[src/rtl/pin_pkg.sv]
// Shared definitions for the keypad PIN front-end and its neighbours:
// key codes, state encoding and the idle code driven on the PIN bus.
package pin_pkg;

  // Control key codes on Tecla
  localparam logic [3:0] TECLA_BORRAR  = 4'hA;
  localparam logic [3:0] TECLA_LIMPIAR = 4'hB;
  localparam logic [3:0] TECLA_ENTER   = 4'hE;

  // Idle code the gate controller expects when no PIN is being delivered
  localparam logic [7:0] PIN_ESPERA = 8'h00;

  typedef enum logic [1:0] {
    ESPERA   = 2'd0,
    CAPTURA  = 2'd1,
    COMPLETO = 2'd2,
    ENTREGA  = 2'd3
  } estado_t;

  // Decimal digit keys are 0..9
  function automatic logic es_digito(input logic [3:0] tecla);
    return (tecla <= 4'd9);
  endfunction

  // Capture state implied by a buffered digit count
  function automatic estado_t estado_por_cuenta(input int cuenta, input int n_digitos);
    if (cuenta <= 0)
      return ESPERA;
    else if (cuenta >= n_digitos)
      return COMPLETO;
    else
      return CAPTURA;
  endfunction

endpackage

[src/rtl/contador_inactividad.sv]
// Idle-cycle counter. Counts while enabled, saturates at TIMEOUT and
// flags expiry on the cycle whose edge makes the count reach TIMEOUT.
module contador_inactividad #(
  parameter int TIMEOUT = 50
) (
  input  logic Clk,
  input  logic Reset,
  input  logic habilitar,
  input  logic limpiar,
  output logic expirado
);

  localparam int CW = $clog2(TIMEOUT + 1);

  logic [CW-1:0] cuenta_reg;

  // Count enabled idle cycles; clear has priority, hold once TIMEOUT is reached
  always_ff @(posedge Clk or negedge Reset) begin
    if (!Reset)
      cuenta_reg <= '0;
    else if (limpiar)
      cuenta_reg <= '0;
    else if (habilitar && (cuenta_reg != CW'(TIMEOUT)))
      cuenta_reg <= cuenta_reg + 1'b1;
  end

  // Expiry is seen one cycle early so the owner acts on the reaching edge
  assign expirado = habilitar && (cuenta_reg >= CW'(TIMEOUT - 1));

endmodule

[src/rtl/captura_pin.sv]
// Keypad front-end: assembles BCD digits into a PIN, delivers it with a
// qualifying strobe on enter, handles backspace, clear and idle timeout.
module captura_pin
  import pin_pkg::*;
#(
  parameter int                       N_DIGITOS  = 2,
  parameter int                       TIMEOUT    = 50,
  parameter int                       T_PULSO    = 1,
  parameter logic [4*N_DIGITOS-1:0]   PIN_ESPERA = pin_pkg::PIN_ESPERA
) (
  input  logic                           Clk,
  input  logic                           Reset,
  input  logic [3:0]                     Tecla,
  input  logic                           Tecla_valida,
  output logic [4*N_DIGITOS-1:0]         Pin,
  output logic                           Pin_listo,
  output logic [$clog2(N_DIGITOS+1)-1:0] Digitos,
  output logic                           Error_entrada
);

  localparam int W  = 4 * N_DIGITOS;
  localparam int CW = $clog2(N_DIGITOS + 1);
  localparam int PW = (T_PULSO > 1) ? $clog2(T_PULSO) : 1;

  estado_t         estado_reg, estado_next;
  logic [W-1:0]    buffer_reg, buffer_next;
  logic [CW-1:0]   digitos_reg, digitos_next;
  logic [W-1:0]    pin_reg, pin_next;
  logic            listo_reg, listo_next;
  logic            error_reg, error_next;
  logic [PW-1:0]   pulso_reg, pulso_next;

  logic [W-1:0]    buffer_ins;
  logic [W-1:0]    buffer_del;
  logic            es_dig, es_borrar, es_limpiar, es_enter;
  logic            acepta;
  logic            expirado;
  logic            habilitar_cnt, limpiar_cnt;

  // Per-digit lanes: shift a new digit in at the bottom, or drop the last one
  genvar gi;
  for (gi = 0; gi < N_DIGITOS; gi++) begin : g_digito
    if (gi == 0) begin : g_lsd
      assign buffer_ins[3:0] = Tecla;
    end else begin : g_ins
      assign buffer_ins[gi*4 +: 4] = buffer_reg[(gi-1)*4 +: 4];
    end
    if (gi == N_DIGITOS - 1) begin : g_msd
      assign buffer_del[gi*4 +: 4] = 4'h0;
    end else begin : g_del
      assign buffer_del[gi*4 +: 4] = buffer_reg[(gi+1)*4 +: 4];
    end
  end

  assign es_dig     = es_digito(Tecla);
  assign es_borrar  = (Tecla == TECLA_BORRAR);
  assign es_limpiar = (Tecla == TECLA_LIMPIAR);
  assign es_enter   = (Tecla == TECLA_ENTER);

  // A key is accepted only when it has an effect; reserved codes never are
  assign acepta = Tecla_valida && (estado_reg != ENTREGA) &&
                  ((es_dig && (estado_reg != COMPLETO)) ||
                   (es_borrar && (estado_reg != ESPERA)) ||
                   es_limpiar || es_enter);

  assign habilitar_cnt = (estado_reg == CAPTURA) || (estado_reg == COMPLETO);
  assign limpiar_cnt   = acepta || (estado_next == ESPERA) || (estado_next == ENTREGA);

  contador_inactividad #(
    .TIMEOUT (TIMEOUT)
  ) u_inactividad (
    .Clk       (Clk),
    .Reset     (Reset),
    .habilitar (habilitar_cnt),
    .limpiar   (limpiar_cnt),
    .expirado  (expirado)
  );

  // Next-state and next-output decode; an accepted key beats a timeout
  always_comb begin
    estado_next  = estado_reg;
    buffer_next  = buffer_reg;
    digitos_next = digitos_reg;
    pin_next     = pin_reg;
    listo_next   = listo_reg;
    error_next   = 1'b0;
    pulso_next   = pulso_reg;

    if (estado_reg == ENTREGA) begin
      if (pulso_reg == '0) begin
        estado_next = ESPERA;
        pin_next    = PIN_ESPERA;
        listo_next  = 1'b0;
      end else begin
        pulso_next = pulso_reg - 1'b1;
      end
    end else if (acepta) begin
      if (es_dig) begin
        buffer_next  = buffer_ins;
        digitos_next = digitos_reg + 1'b1;
        estado_next  = estado_por_cuenta(int'(digitos_reg) + 1, N_DIGITOS);
      end else if (es_borrar) begin
        buffer_next  = buffer_del;
        digitos_next = digitos_reg - 1'b1;
        estado_next  = estado_por_cuenta(int'(digitos_reg) - 1, N_DIGITOS);
      end else if (es_limpiar) begin
        buffer_next  = '0;
        digitos_next = '0;
        estado_next  = ESPERA;
      end else begin
        buffer_next  = '0;
        digitos_next = '0;
        if (estado_reg == COMPLETO) begin
          estado_next = ENTREGA;
          pin_next    = buffer_reg;
          listo_next  = 1'b1;
          pulso_next  = PW'(T_PULSO - 1);
        end else begin
          estado_next = ESPERA;
          error_next  = 1'b1;
        end
      end
    end else if (expirado) begin
      buffer_next  = '0;
      digitos_next = '0;
      estado_next  = ESPERA;
      error_next   = 1'b1;
    end
  end

  // State and registered outputs
  always_ff @(posedge Clk or negedge Reset) begin
    if (!Reset) begin
      estado_reg  <= ESPERA;
      buffer_reg  <= '0;
      digitos_reg <= '0;
      pin_reg     <= PIN_ESPERA;
      listo_reg   <= 1'b0;
      error_reg   <= 1'b0;
      pulso_reg   <= '0;
    end else begin
      estado_reg  <= estado_next;
      buffer_reg  <= buffer_next;
      digitos_reg <= digitos_next;
      pin_reg     <= pin_next;
      listo_reg   <= listo_next;
      error_reg   <= error_next;
      pulso_reg   <= pulso_next;
    end
  end

  assign Pin           = pin_reg;
  assign Pin_listo     = listo_reg;
  assign Digitos       = digitos_reg;
  assign Error_entrada = error_reg;

endmodule
[config.mk]
export PLATFORM = sky130hd
export DESIGN_NAME = captura_pin
export DESIGN_NICKNAME = d
export VERILOG_FILES = /design/src/rtl/pin_pkg.sv /design/src/rtl/contador_inactividad.sv /design/src/rtl/captura_pin.sv
export SDC_FILE = /design/constraint.sdc
export NUM_CORES = 1
export LEC_CHECK = 0
export CORE_MARGIN = 10
export CORE_UTILIZATION = 50
export DETAILED_ROUTE_END_ITERATION = 10
export GPL_TIMING_DRIVEN = 0
export PLACE_DENSITY = 0.75
export REMOVE_ABC_BUFFERS = 1
export SLEW_MARGIN = 15
export SYNTH_ARGS = -nofsm -noshare
export SYNTH_HDL_FRONTEND = slang
export SYNTH_SLANG_ARGS = --single-unit
[constraint.sdc]
create_clock -name Clk -period 1.85 [get_ports Clk]
set_input_delay 0.2775 -clock Clk [delete_from_list [all_inputs] [get_ports Clk]]
set_output_delay 0.2775 -clock Clk [all_outputs]
set_load 0.03 [all_outputs]
==> results of run 1 <==
## through the flow
| stage | total power (W) | setup WS, ps |
|---|---|---|
| 5_1_grt | 0.00289 | -24.5 |
| 2_1_floorplan | 0.00181 | -184 |
| 6_report | 0.00272 | 25.8 |
| 3_5_place_dp | 0.00221 | -983 |
| 4_1_cts | 0.00255 | 4.96 |
| 3_3_place_gp | 0.00215 | -938 |
## cells in the final DEF, fill, tap and decap left out, types with 4 or more instances in the layout
cell type	count
a211o_1	7
a21oi_1	4
and2_1	5
buf_4	11
clkdlybuf4s50_1	13
dfrtp_1	27
ha_1	8
inv_1	7
mux2_2	7
nand2_1	11
nor2_1	8
nor2b_1	7
o211a_1	4
o211ai_1	14
## kinds of logic (layout without fill, tap and decap cells)
| group | after synthesis | after routing |
|---|---|---|
| and+or+nand+nor | 48 | 48 |
| muxes | 10 | 10 |
| xor gates and xnor gates | 6 | 6 |
| buffers and inverters | 20 | 47 |
| DFF | 28 | 28 |
| AOI/OAI and AO/OA | 45 | 47 |
| adders and majority gates | 11 | 11 |
## how the worst max path moves through the flow
stage,start,end,cells past startpoint
floorplan,estado_reg[0],Pin[0],6
global placement,Tecla[2],buffer_reg[6],5
detailed placement,Tecla[2],buffer_reg[7],5
CTS,estado_reg[1],buffer_reg[2],7
global route,u_inactividad.cuenta_reg[0],u_inactividad.cuenta_reg[4],6
finish,estado_reg[1],Pin[0],7
## power groups by stage
stage | registers, W | logic, W | clock network, W
floorplan | 0.00112 | 0.000694 | 0
global placement | 0.000972 | 0.00118 | 0
detailed placement | 0.000986 | 0.00122 | 0
CTS | 0.000963 | 0.00133 | 0.000252
global route | 0.000996 | 0.00161 | 0.000283
finish | 0.000973 | 0.00149 | 0.000253
## metal layers
| layer | track usage, % | routed length, um | up-vias |
|---|---|---|---|
| met5 | 0 | 0 | - |
| met3 | 2.93 | 204 | 8 |
| met4 | 3.23 | 52 | 0 |
| li1 | - | - | 672 |
| met1 | 17.4 | 1950 | 708 |
| met2 | 20.6 | 2110 | 41 |
## worst min-delay path, cell delays in order
cell,delay (ps)
dlymetal6s2s_1,220
nand2_1,110
o211ai_1,80
## area by class of cell
cell class	count	share of cell area, %
multi-input cells	122	47.6
flip-flops and latches	28	31.7
repair buffers	35	15.5
well taps	46	2.60
inverters	9	1.53
clock buffers	3	1.02
## timing repair
item                                    4_1_cts  5_1_grt
gates resized for setup                       9       15
pin swaps                                     4        7
endpoints found under the setup margin       28       26
endpoints found under the hold margin        28        0
hold buffers                                  1        0
cloned                                        2        0
buffers inserted                              9        7
==> impl_metrics.ini, run 1 <==
[sta]
min_period_over_period_pct = 98.6
setup_tns_ps = 0
worst_slew_pin_slew_ps = 620
timing.hold.ws_ps = 399
rsz0062_at_grt = yes
finalMaxSlewViolations = 0
max_freq_mhz = 548
slew_headroom_pct = 58.7
hold_viol_final = 0
finalCriticalPeriod_ps = 1820
skew_ps = 8.50
setup_violations = 0

[power]
power_frac_seq_pct = 35.8
irDropWorstVdd_v = 0.000653
netSwitchingFraction_pct = 41.9
clkPwrFrac_pct = 9.3
switchingPower_w = 0.00114
cellPowerDensity_nw_per_um2 = 1230
p_leak_nw = 1.01
combinationalPowerShare_pct = 54.9
p_int_w = 0.00158

[detailed_routing]
vias = 1429
drt.antenna.violating_nets = 0
first_iter_violations = 91
routed_via_density = 5.88
totalWireLength_mm = 4.31
routedWlPerCell_um = 17.7
drt_first_pass_iters = 4
drc = 0

[die]
dieArea_um2 = 6260
die_h_um = 79.1
coreArea_um2 = 3360
die_width_um = 79.1
num_rows = 21
io_pins = 19
start_util_pct = 52.0

[clock_tree]
cts_root_buf = clkbuf_4
clk_latency_ps = 320
cts_tree = yes
clock_sinks = 28
htreeDepth = 1
numCtsBuffers = 3
clkTransAtPathRegs_ps = 150
cts_max_path_buffers = 2

[synthesis]
synth_top_family_by_area = compound AO/OA/AOI/OAI gates
synth_top_cell_area_share_pct = 40.1
synth_seq_area_share_pct = 40.1
synth_fa_ha_area_share_pct = 7.87
synth.most_common_cell = dfrtp_1
yosys-top-cells-count = dfrtp_1, o211ai_1, ha_1, nand2_1
synthSimpleGateAreaFrac_pct = 16.4
syn_avg_cell_area_um2 = 10.4
yosysWarnings = 0
synth.distinct_cells = 41
synth-xor-area-share_pct = 3.01
async_flop_share_pct = 100
synth.area.top_cells = dfrtp_1, ha_1, o211ai_1, mux2_2, a211o_1
synth-compound-area-share_pct = 20.9
syn_area_um2 = 1750
yosys_register_bits = 28
synth_ff_type = dfrtp_1
synth_cells = 168
yosys.area.top_type = dfrtp_1
yosys-mux-area-fraction_pct = 6.23
synth_edf_count = 0

[place]
dpl.hpwl_mm = 2.55
gp_congestion = 0.836
placed_area_um2 = 1920
port_buffers = 18
dpl.cell_count = 221

[finish]
fillers = 283
design_area_um2 = 2210
regArea_um2 = 702
final_cells = 243
final_util_pct = 65.8
multi_input_area_um2 = 1050
synthToLayoutAreaGrowth_pct = 26.6
n_antenna_cell = 0
drive_above_1_share_pct = 22.3
layout.nets = 217

[worst_hold_path]
hold_end = buffer_reg[1]
hp-class = in -> reg
holdPathStages = 3
holdCritStartpoint = Tecla[1]

[global_routing]
grt.total_usage_pct = 13.0
grt_antenna_before_repair = 0
grt_overflow = 0
grt_pass1_wl_mm = 6.89
grt_pass1_vias = 1417
grt_max_degree = 29

[worst_setup_path]
cp-start-kind = flop
reg2reg_to = Pin[0]
crit_type = reg -> reg
end_kind = flop
worst_path_largest_cell_delay_ps = 480
crit_path_max_fanout = 8
crit_path_top_delay_cell = dfrtp_2
r2r_cells = 7
critPathTopFamily = flip-flops
regToRegSetupSlack_ps = 30
reg2reg_from = estado_reg[1]
path_cells = inv_1 > ha_1 > nand4bb_1 > a21oi_4 > nor4_4 > buf_6 > mux2_2
cp.arrival_ps = 2040
crit_buf_inv = 2
cp_data_required_time_ps = 2070

[status]
outcome = finished clean

[job]
cap_violations = 0
(Power assumes the default switching activity.)
==> run 2, diff against run 1 <==
Settings changed: CTS_BUF_LIST set to sky130_fd_sc_hd__clkbuf_16.
==> run 2 against run 1 <==
- worst setup slack improved by 21 ps
- register-to-register slack better by 20 ps
- worst hold slack worse by 370 ps
- count of clock-buffer cells in the layout is the same
- wire length decreased by 1.3%
- sequential share of layout area about the same
- sequential power up 0.5%
==> impl_metrics.ini, run 2 (same netlist as run 1, synthesis figures left out) <==
[finish]
fillers = 279
final_cell_mix = dfrtp_1, o211ai_1, buf_4, clkdlybuf4s50_1, nand2_1
final_cells = 242
final_util_pct = 65.8
synthToLayoutAreaGrowth_pct = 26.7
drive_above_1_share_pct = 23.0
n_antenna_cell = 0
final_common_cell = dfrtp_1
layout.nets = 216
design_area_um2 = 2210

[global_routing]
grt_pass1_wl_mm = 6.84
grt_pass1_vias = 1412
grt_antenna_before_repair = 0
grt_max_degree = 29
grt_overflow = 0
grt.total_usage_pct = 13.0

[die]
io_pins = 19
coreArea_um2 = 3360
die_width_um = 79.1
start_util_pct = 52.0
die_h_um = 79.1
num_rows = 21
dieArea_um2 = 6260

[job]
cap_violations = 0

[clock_tree]
numCtsBuffers = 3
cts_tree = yes
htreeDepth = 1
cts_max_path_buffers = 2
clk_latency_ps = 260
clock_sinks = 28
cts_root_buf = clkbuf_16
clkTransAtPathRegs_ps = 70

[detailed_routing]
vias = 1406
drt_first_pass_iters = 4
drc = 0
routed_via_density = 5.81
drt.antenna.violating_nets = 0
routedWlPerCell_um = 17.6
totalWireLength_mm = 4.26
first_iter_violations = 146

[place]
gp_congestion = 0.836
dpl.hpwl_mm = 2.55
port_buffers = 18
dpl.cell_count = 221
placed_area_um2 = 1920

[power]
clkPwrFrac_pct = 16.7
switchingPower_w = 0.00115
netSwitchingFraction_pct = 39.5
irDropWorstVdd_v = 0.000759
p_leak_nw = 1.00
combinationalPowerShare_pct = 49.8
cellPowerDensity_nw_per_um2 = 1320
power_frac_seq_pct = 33.5
p_int_w = 0.00177
total_power_w = 0.00292

[sta]
skew_ps = 3.50
hold_viol_final = 0
setup_tns_ps = 0
finalMaxSlewViolations = 0
worst_slew_pin_slew_ps = 628
setup_violations = 0
finalCriticalPeriod_ps = 1800
min_period_over_period_pct = 97.5
max_freq_mhz = 554
slew_headroom_pct = 58.1
rsz0062_at_grt = yes

[worst_setup_path]
crit_type = reg -> reg
cp.arrival_ps = 1990
end_kind = flop
cp-start-kind = flop
r2r_cells = 6
cp_data_required_time_ps = 2040
crit_path_max_fanout = 14

[worst_hold_path]
hp-class = in -> async

[status]
outcome = finished clean
[run 2: timing repair]
action                                  in CTS  in global routing
hold buffers                                 0                  0
pin swaps                                    4                  5
setup buffers                               10                  6
gates cloned                                 2                  0
endpoints found under the setup margin      28                 26
resized for setup                           13                 11
[run 2: final cells by class]
| cell class | count | area (um2) | area share (%) |
|---|---|---|---|
| Clock buffer | 3 | 75.1 | 3.39 |
| Sequential cell | 28 | 702 | 31.7 |
| Timing Repair Buffer | 34 | 304 | 13.7 |
| Tap cell | 46 | 57.6 | 2.60 |
| Inverter | 9 | 33.8 | 1.53 |
| Multi-Input combinational cell | 122 | 1040 | 47.1 |
[run 2: power groups by stage]
stage	combinational (W)	sequential, W	clock (W)
6_report	0.00145	0.000978	0.000488
5_1_grt	0.00157	0.000998	0.000510
4_1_cts	0.00135	0.000965	0.000485
3_5_place_dp	0.00122	0.000986	0
3_3_place_gp	0.00118	0.000972	0
2_1_floorplan	0.000694	0.00112	0
[run 2: routing by layer]
metal	GRT usage (%)	share of wire (%)	routed length, um	vias to the layer above
met5	0	0	0	-
met3	2.70	3.5	151	6
met2	21.5	49	2070	25
li1	-	-	-	670
met4	2.87	1.4	59	0
met1	16.9	46	1970	705
[run 2: path summary, 6_finish.rpt]
path | to | startpoint | slack (ps)
setup / recovery | u_inactividad.cuenta_reg[1] | u_inactividad.cuenta_reg[0] | 50
hold reg to reg | Pin_listo | Pin_listo | 500
max in group asynchronous | estado_reg[1] | Reset | 1370
min in group Clk | Pin_listo | Pin_listo | 500
setup reg to reg | u_inactividad.cuenta_reg[1] | u_inactividad.cuenta_reg[0] | 50
hold / removal | Pin[3] | Reset | 30
[run 2: worst max-delay path: stages (launching register included)]
cell       delay, ps
dfrtp_1          420
ha_2             190
or4b_1           460
nand4_1          170
buf_12           160
o2111ai_4        180
nor2_2           140
[run 2: per-stage QoR]
step           hold slack (ps)  worst slack, ps
2_1_floorplan            -18.1             -184
3_3_place_gp               468             -938
3_5_place_dp               326             -983
4_1_cts                   54.9             20.5
5_1_grt                   74.4            -35.4
6_report                  26.6             46.3
==> RTL change, RTL diff (config.mk and constraints of run 1) <==
Re-encode `estado_t` (4 values) as Gray code, 2 bits wide.
--- a/src/rtl/pin_pkg.sv
+++ b/src/rtl/pin_pkg.sv
@@ -11,10 +11,10 @@
   localparam logic [7:0] PIN_ESPERA = 8'h00;
 
   typedef enum logic [1:0] {
-    ESPERA   = 2'd0,
-    CAPTURA  = 2'd1,
-    COMPLETO = 2'd2,
-    ENTREGA  = 2'd3
+    ESPERA   = 2'b00,
+    CAPTURA  = 2'b01,
+    COMPLETO = 2'b11,
+    ENTREGA  = 2'b10
   } estado_t;
 
   // Decimal digit keys are 0..9
Formal check against the unedited RTL: no difference found for any inputs over 10 cycles, from zero or initial values and one cycle with Reset low; not proved beyond that.
==> RTL change against run 1 <==
- synthesized area shrank 13%
- sequential cell count is the same
- die area shrank 10%
- largest cell class unchanged
- combinational power shrank 34%
- cell count shrank 23%
- cell area shrank 18%
- total power shrank 14%
- register-to-register slack gained 0.08 ns
- wire length shrank 28%
- worst setup slack gained 0.058 ns
- clock power grew 62%
==> RTL change: results (changes against run 1) <==
WL per Instance=16.5 um (was 17.7 um); setup bufs post-CTS=4 (was 9); Inst Count DP=178 (was 221); Place WS=-0.548 ns (was -0.983 ns); share of cells above drive strength 1=21.7% (was 22.3%); Layout Skew=0.00729 ns (was 0.00850 ns); placed cell area=1700 sq um (was 1920 sq um); delay-heaviest family, CP=buffers and inverters (was flip-flops); Layout area overhead=19.8% (was 26.6%); first-pass GRT wire length=5290 um (was 6890 um); worst reg-to-reg setup slack=0.11 ns (was 0.03 ns); worst setup path endpoint=Digitos[0] (was Pin[0]$_DFFE_PN0P_); switching power=0.000881 W (was 0.00114 W); status=finished clean (unchanged); Vias/cell=5.68 (was 5.88); leakage=0.869 nW (was 1.01 nW); Slew @ Worst Pin=0.638 ns (was 0.620 ns); largest cells by area after synthesis=dfrtp_1, mux2i_1, ha_1 (was dfrtp_1, ha_1, o211ai_1); Min Hold Slack=0.467 ns (was 0.399 ns); Seq. pwr=0.000954 W (was 0.000973 W); sequential element share of the synthesized area=46.3% (was 40.1%); Worst VDD drop=0.878 mV (was 0.653 mV); Worst setup startpoint=Digitos[0]$_DFFE_PN0P_ (was estado_reg[1]$_DFF_PN0_); crit-path max FO=5 (was 8); slowest CP cell=clkdlybuf4s50_1 (was dfrtp_2); drt initial violations=60 (was 91); Syn Inst Count=133 (was 168); Synth Area in Compound Gates=17.0% (was 20.9%); nets@finish=172 (was 217); Comb group=0.000982 W (was 0.00149 W); # resized after CTS=1 (was 9); commonest cells in the netlist=dfrtp_1, inv_1, mux2i_1 (was dfrtp_1, o211ai_1, ha_1, nand2_1); adder-cell share of the synthesized area=5.79% (was 7.87%); Power Internal=0.00146 W (was 0.00158 W); worst r2r src=u_inactividad.cuenta_reg[0]$_DFFE_PN0P_ (was estado_reg[1]$_DFF_PN0_); CP max stage delay=0.70 ns (was 0.48 ns); Synth Area in XOR/XNOR=2.31% (was 3.01%); total track usage=11.9% (was 13.0%)
RTL change: cell types whose count changed in the layout (fill, tap and decap cells not counted), moves of 6 or more:
cell / run 1 / this run
mux2i_1: 3 / 9
o211ai_1: 14 / 0
a211o_1: 7 / 0
buf_4: 11 / 5
nor2_1: 8 / 2
nor2b_1: 7 / 0
inv_1: 7 / 16
RTL change: layer usage:
layer / vias to the layer above / part of all wire (%) / global-route usage [%]
met5: - / 0 / 0
met4: 0 / 1.2 / 4.20
met3: 5 / 3.7 / 2.63
met2: 19 / 47 / 17.5
met1: 520 / 48 / 16.7
li1: 523 / - / -
RTL change: final cells by class:
cell class / count / area, sq um
Inverter: 16 / 60.1
Multi-Input combinational cell: 85 / 733
Clock inverter: 1 / 30.0
Fill cell: 227 / 1020
Timing Repair Buffer: 24 / 225
Tap cell: 31 / 38.8
Clock buffer: 3 / 22.5
Sequential cell: 28 / 703
